## src/rtl/dbus_dual_sequencer_pkg.sv

```systemverilog
// Shared types and constants for the dual-lane data-bus sequencer.
package dbus_dual_sequencer_pkg;

    typedef logic [1:0] seq_state_t;

    localparam seq_state_t ST_IDLE  = 2'd0;
    localparam seq_state_t ST_ISSUE = 2'd1;
    localparam seq_state_t ST_WAIT  = 2'd2;
    localparam seq_state_t ST_HOLD  = 2'd3;

    // Lane 0 is the older instruction, lane 1 the younger.
    typedef logic lane_t;

    localparam int SIZE_W = 3;

    localparam logic [SIZE_W-1:0] MSIZE_BYTE = 3'd0;
    localparam logic [SIZE_W-1:0] MSIZE_HALF = 3'd1;
    localparam logic [SIZE_W-1:0] MSIZE_WORD = 3'd2;

endpackage

```

## src/rtl/dbus_lane_slot.sv

```systemverilog
// Per-lane result slot: captures raw bus read data on completion, clears its
// valid flag when the pipe advances; the data itself is retained.
module dbus_lane_slot #(
    parameter int DW = 32
) (
    input  logic          clk,
    input  logic          resetn,
    input  logic          done_i,
    input  logic          clear_i,
    input  logic [DW-1:0] rdata_i,
    output logic          valid_o,
    output logic [DW-1:0] data_o
);

    logic          valid_q;
    logic [DW-1:0] data_q;

    // NOTE: the data register is reset too, because downstream load-extract
    // logic can look at it before the first load ever returns.
    always_ff @(posedge clk or negedge resetn) begin
        if (!resetn) begin
            valid_q <= 1'b0;
            data_q  <= '0;
        end else if (done_i) begin
            valid_q <= 1'b1;
            data_q  <= rdata_i;
        end else if (clear_i) begin
            valid_q <= 1'b0;
        end
    end

    assign valid_o = valid_q;
    assign data_o  = data_q;

endmodule

```

## src/rtl/dbus_dual_sequencer.sv

```systemverilog
// Serialises the two memory-stage lanes onto one data-bus port, lane 0 first.
// Define DBUS_PIPELINE_EN to let lane 1 issue before lane 0 completes.
module dbus_dual_sequencer
    import dbus_dual_sequencer_pkg::*;
#(
    parameter int AW = 32,
    parameter int DW = 32
) (
    input  logic                  clk,
    input  logic                  resetn,
    input  logic [1:0]            req_valid,
    input  logic [2*AW-1:0]       req_addr,
    input  logic [2*SIZE_W-1:0]   req_size,
    input  logic [2*(DW/8)-1:0]   req_strobe,
    input  logic [2*DW-1:0]       req_wdata,
    input  logic                  kill1,
    input  logic                  advance,
    output logic                  stall,
    output logic [1:0]            resp_valid,
    output logic [2*DW-1:0]       resp_data,
    output logic                  bus_valid,
    output logic [AW-1:0]         bus_addr,
    output logic [SIZE_W-1:0]     bus_size,
    output logic [DW/8-1:0]       bus_strobe,
    output logic [DW-1:0]         bus_wdata,
    input  logic                  bus_addr_ok,
    input  logic                  bus_data_ok,
    input  logic [DW-1:0]         bus_rdata
);

    localparam int SW = DW / 8;

    seq_state_t state_q, state_d;
    lane_t      cur_q, cur_d;
    logic       pend1_q, pend1_d;
    logic       done;
    lane_t      done_lane;
    logic       clear;
    logic       go_lane1;
    logic       lane1_issued;

`ifdef DBUS_PIPELINE_EN
    logic [1:0] outst_q, outst_d;
    lane_t      cmp_q, cmp_d;
    logic       acc;
    logic       dok;
`endif

    assign lane1_issued = cur_q && (state_q == ST_ISSUE || state_q == ST_WAIT);
    assign go_lane1     = !cur_q && pend1_q && !kill1;

    // NOTE: every variable gets its default before the case so no path
    // through this block leaves something unassigned and infers a latch.
    always_comb begin
        state_d   = state_q;
        cur_d     = cur_q;
        pend1_d   = pend1_q;
        done      = 1'b0;
        done_lane = cur_q;
        clear     = 1'b0;
`ifdef DBUS_PIPELINE_EN
        cmp_d     = cmp_q;
        acc       = (state_q == ST_ISSUE) && bus_addr_ok;
        dok       = bus_data_ok && (outst_q != 2'd0 || acc);
        outst_d   = outst_q + {1'b0, acc} - {1'b0, dok};
        done      = dok;
        done_lane = cmp_q;
        if (dok)
            cmp_d = 1'b1;
`endif

        // Lane 1 may be cancelled right up until it drives the bus.
        if (kill1 && !lane1_issued)
            pend1_d = 1'b0;

        case (state_q)
            ST_IDLE: begin
                if (req_valid[0] || (req_valid[1] && !kill1)) begin
                    pend1_d = req_valid[1] && !kill1;
                    cur_d   = !req_valid[0];
                    state_d = ST_ISSUE;
`ifdef DBUS_PIPELINE_EN
                    cmp_d   = !req_valid[0];
`endif
                end
            end
`ifdef DBUS_PIPELINE_EN
            ST_ISSUE: begin
                if (acc) begin
                    if (go_lane1)
                        cur_d = 1'b1;
                    else
                        state_d = (outst_d == 2'd0) ? ST_HOLD : ST_WAIT;
                end
            end
            ST_WAIT: begin
                if (outst_d == 2'd0)
                    state_d = ST_HOLD;
            end
`else
            ST_ISSUE: begin
                if (bus_addr_ok) begin
                    state_d = ST_WAIT;
                    if (bus_data_ok) begin
                        done    = 1'b1;
                        cur_d   = go_lane1 ? 1'b1 : cur_q;
                        state_d = go_lane1 ? ST_ISSUE : ST_HOLD;
                    end
                end
            end
            ST_WAIT: begin
                if (bus_data_ok) begin
                    done    = 1'b1;
                    cur_d   = go_lane1 ? 1'b1 : cur_q;
                    state_d = go_lane1 ? ST_ISSUE : ST_HOLD;
                end
            end
`endif
            ST_HOLD: begin
                if (advance) begin
                    clear   = 1'b1;
                    pend1_d = 1'b0;
                    state_d = ST_IDLE;
                end
            end
            default: state_d = ST_IDLE;
        endcase
    end

    // NOTE: sequential state uses non-blocking assignments so every register
    // samples the pre-edge values regardless of block ordering.
    always_ff @(posedge clk or negedge resetn) begin
        if (!resetn) begin
            state_q <= ST_IDLE;
            cur_q   <= 1'b0;
            pend1_q <= 1'b0;
        end else begin
            state_q <= state_d;
            cur_q   <= cur_d;
            pend1_q <= pend1_d;
        end
    end

`ifdef DBUS_PIPELINE_EN
    always_ff @(posedge clk or negedge resetn) begin
        if (!resetn) begin
            outst_q <= 2'd0;
            cmp_q   <= 1'b0;
        end else begin
            outst_q <= outst_d;
            cmp_q   <= cmp_d;
        end
    end
`endif

    // The request is held stable while stalled, so the payload is a plain mux.
    assign bus_valid  = (state_q == ST_ISSUE);
    assign bus_addr   = !bus_valid ? '0 : cur_q ? req_addr[2*AW-1:AW]         : req_addr[AW-1:0];
    assign bus_size   = !bus_valid ? '0 : cur_q ? req_size[2*SIZE_W-1:SIZE_W] : req_size[SIZE_W-1:0];
    assign bus_strobe = !bus_valid ? '0 : cur_q ? req_strobe[2*SW-1:SW]       : req_strobe[SW-1:0];
    assign bus_wdata  = !bus_valid ? '0 : cur_q ? req_wdata[2*DW-1:DW]        : req_wdata[DW-1:0];

    // Gating with resetn keeps stall low while reset is asserted even if
    // upstream still presents requests.
    always_comb begin
        stall = 1'b0;
        case (state_q)
            ST_IDLE:  stall = resetn && (|req_valid);
            ST_ISSUE: stall = 1'b1;
            ST_WAIT:  stall = 1'b1;
            default:  stall = 1'b0;
        endcase
    end

    for (genvar i = 0; i < 2; i++) begin : g_slot
        dbus_lane_slot #(.DW(DW)) u_slot (
            .clk     (clk),
            .resetn  (resetn),
            .done_i  (done && (done_lane == lane_t'(i))),
            .clear_i (clear),
            .rdata_i (bus_rdata),
            .valid_o (resp_valid[i]),
            .data_o  (resp_data[i*DW +: DW])
        );
    end

endmodule

```

## config.mk

```make
export PLATFORM = sky130hd
export DESIGN_NAME = dbus_dual_sequencer
export DESIGN_NICKNAME = d
export VERILOG_FILES = /design/src/rtl/dbus_dual_sequencer_pkg.sv /design/src/rtl/dbus_lane_slot.sv /design/src/rtl/dbus_dual_sequencer.sv
export SDC_FILE = /design/constraint.sdc
export NUM_CORES = 1
export LEC_CHECK = 0
export ABC_AREA = 1
export CAP_MARGIN = 20
export CELL_PAD_IN_SITES_DETAIL_PLACEMENT = 1
export CELL_PAD_IN_SITES_GLOBAL_PLACEMENT = 1
export CORE_AREA = 2 2 131 145
export DETAILED_ROUTE_END_ITERATION = 7
export DIE_AREA = 0 0 133 147
export PLACE_DENSITY_LB_ADDON = 0.12
export REMOVE_ABC_BUFFERS = 1
export SLEW_MARGIN = 5
export SYNTH_ARGS = -nofsm -noshare
export SYNTH_HDL_FRONTEND = slang
export SYNTH_HIERARCHICAL = 1
export SYNTH_SLANG_ARGS = --single-unit
```

## constraint.sdc

```tcl
create_clock -name clk -period 3.7 [get_ports clk]
set_input_delay 0.74 -clock clk [delete_from_list [all_inputs] [get_ports clk]]
set_output_delay 0.74 -clock clk [all_outputs]
set_load 0.02 [all_outputs]
```

==> impl_metrics.json <==
{
  "synthFlopType": "dfrtp_1",
  "finalPower_mw": 6.291,
  "clk_pin_slew_ns": 0.06,
  "sw_frac_of_total_pct": 45.31,
  "cts_buffers": 9,
  "critPathLaunchType": "flop",
  "criticalPathCategory": "flop to output port",
  "die_h_um": 147,
  "hold_slack_ns": 0.4707,
  "io_pins": 321,
  "area_delta_synth_final_pct": 88.11,
  "finalSetupTns_ns": 0,
  "pwr-share-comb_pct": 63.8,
  "cellLeakagePower_nw": 3.477,
  "slew_violations": 0,
  "vias": 5011,
  "clockRootBuffer": "clkbuf_16",
  "intPower_mw": 3.441,
  "fillCellCount": 2179,
  "clkSinkCount": 70,
  "outcome": "finished, final reports clean",
  "seqPwrFrac_pct": 21.5,
  "clk_latency_ns": 0.33,
  "top_layer": "met5",
  "skew_ns": 0.005236,
  "min_period_ns": 3.210,
  "ant_nets": 0,
  "ys_warn_count": 6,
  "die_area_um2": 19550,
  "grt_pass1_vias": 5433,
  "fmax_mhz": 311.5,
  "setup_viol_count_final": 0,
  "yosys.area_share.xor_xnor_pct": 0,
  "vias_per_cell": 4.423,
  "seq_area_frac_synth_pct": 42.92,
  "avgSynthCellArea_um2": 7.049,
  "antenna_found_initial": 4,
  "postRouteWirelength_um": 20440,
  "drv_cap": 0,
  "post_cts_buffers": 0,
  "grt_use_total_pct": 20.93,
  "grt-ovfl-total": 0,
  "synthDistinctLibCells": 20,
  "switchingPower_mw": 2.851,
  "ctsHoldBuffers": 0,
  "synth_compound_area_share_pct": 10.48,
  "grt_max_degree": 71,
  "synth_top_family_by_area": "simple AND/OR/NAND/NOR gates",
  "die_w_um": 133,
  "cts.htree.levels": 3,
  "cp-end-kind": "output port",
  "fin_crit_sh_pct": 86.76,
  "hpwl_um": 16010,
  "wl_met3_um": 1946,
  "hold_viol": 0,
  "arrival_ns": 2.47,
  "peakVddDrop_mv": 0.3602,
  "cts_buffer_depth": 2,
  "synth-simple-area-share_pct": 34.79,
  "grt_pass1_wl_um": 31460,
  "rows": 52,
  "drc": 0,
  "max_slew.worst_pin.slew_ns": 0.9157,
  "wl_met2_um": 10060,
  "relSlewSlack_pct": 38.95,
  "rsz0062_at_grt": "no",
  "layout.nets": 1069,
  "core_um2": 18150,
  "port_buffers": 320,
  "drt_iter0_drc": 89,
  "ctsResizeCount": 0,
  "synth.cell_area_um2": 4081,
  "synth_cells": 579,
  "crit_fanout": 39,
  "critPathRequiredTime_ns": 2.96,
  "first_pass_iters": 4,
  "ff2ff_setup_slack_ns": 1.16,
  "gp_congestion": 0.8398,
  "wl_per_cell_um": 18.04,
  "cts_tree": "done",
  "synth-edff-count": 0,
  "drive_gt1_share_pct": 5.750,
  "start_util_pct": 22.48,
  "p_clk_share_pct": 14.7,
  "power_density_nw_per_um2": 819.5,
  "synth_mux_area_share_pct": 0.2452,
  "holdCritPathClass": "flop to flop",
  "synthArstFlopShare_pct": 100.0,
  "met1_length_um": 7828,
  "synth-seq-cells": 70,
  "synth_adder_area_share_pct": 1.533
}
==> cells in the final DEF (no fill, tap or decap), drive strengths merged <==
cell	instances
a21oi	3
buf	10
bufinv	2
clkbuf	9
clkdlybuf4s50	319
clkinv	2
clkinvlp	1
dfrtp	70
diode	3
ha	5
inv	19
mux2i	1
nand2	213
nand3	4
nor2	148
o211ai	3
o21ai	78
==> power by group through the flow <==
stage	combinational, mW	clock, mW	sequential (mW)
after global placement	3.97	0	1.34
after CTS	4.07	0.956	1.36
final	4.01	0.927	1.35
after global routing	4.35	0.989	1.40
after floorplan	1.47	0	1.79
after detailed placement	4.05	0	1.36
==> critical path: stages, from the launching register on <==
cell and delay [ns]:
dfrtp_1 0.42, inv_1 0.11, ha_2 0.18, buf_4 0.33
o21ai_0 0.15, nor2_1 0.19, clkdlybuf4s50_1 0.75
==> registers in the layout, summed over array words and instances, names as in the netlist <==
signal                 flops
cur_q                      1
g_slot.u_slot/data_o      64
pend1_q                    1
g_slot.u_slot/valid_o      2
state_q                    2
==> logic make-up after synthesis <==
| logic type | Yosys count |
|---|---|
| simple gates | 365 |
| flops | 70 |
| buf+inv | 54 |
| mux | 1 |
| compound gates | 84 |
| fa+ha+maj | 5 |
==> cell usage after synthesis (3+ instances only) <==
cell      number  area, um2
nand2_1      195      732.0
nor2_1       148      555.5
o21ai_0       74      370.4
dfrtp_1       70       1752
nand2_2       18      112.6
inv_1         14      52.55
buf_2         11      55.05
buf_4          8      60.06
buf_6          7      78.83
clkbuf_8       6      82.58
ha_1           5      62.56
nand3_1        4      20.02
o21ai_1        4      20.02
a21oi_1        3      15.01
clkbuf_1       3      11.26
o211ai_1       3      22.52
==> through the flow <==
| step | setup WS (ns) | cells | util, % | area, um2 |
|---|---|---|---|---|
| 3_5_place_dp | 0.7497 | 1114 | 40.49 | 7350 |
| 6_report | 0.4900 | 1133 | 42.29 | 7677 |
| 3_3_place_gp | 0.7499 | 1114 | 40.49 | 7350 |
| 5_1_grt | 0.2955 | 1133 | 42.29 | 7677 |
| 2_1_floorplan | 0.01269 | 542 | - | 3754 |
| 4_1_cts | 0.4261 | 1130 | 42.25 | 7670 |
==> metal layers <==
layer	up-vias	global-route usage [%]
met2	203	36.40
met1	2371	22.68
li1	2400	-
met3	35	8.765
met5	-	0
met4	2	7.903
==> cell type report <==
cell class,count,area [um2],share of cell area [%]
diodes,3,7.507,0.09778
clock buffers,9,225.2,2.934
clock inverters,7,95.09,1.239
inverters,17,81.33,1.059
multi-input cells,455,1933,25.18
flip-flops and latches,70,1753,22.83
well taps,243,304.0,3.960
repair buffers,329,3278,42.70
==> worst paths after layout <==
kind / start / endpoint / depth (start not counted)
max: state_q[1]$_DFFE_PN0P_ / bus_size[2] / 6
min: g_slot[0].u_slot/data_o[18]$_DFFE_PN0P_ / g_slot[0].u_slot/data_o[18]$_DFFE_PN0P_ / 2
max reg2reg: state_q[1]$_DFFE_PN0P_ / g_slot[0].u_slot/data_o[19]$_DFFE_PN0P_ / 10
min reg2reg: g_slot[0].u_slot/data_o[18]$_DFFE_PN0P_ / g_slot[0].u_slot/data_o[18]$_DFFE_PN0P_ / 2
max in group asynchronous: resetn / cur_q$_DFFE_PN0P_ / 2
min in group asynchronous: resetn / cur_q$_DFFE_PN0P_ / 2
Note: power is estimated with default switching activity, not from simulation.
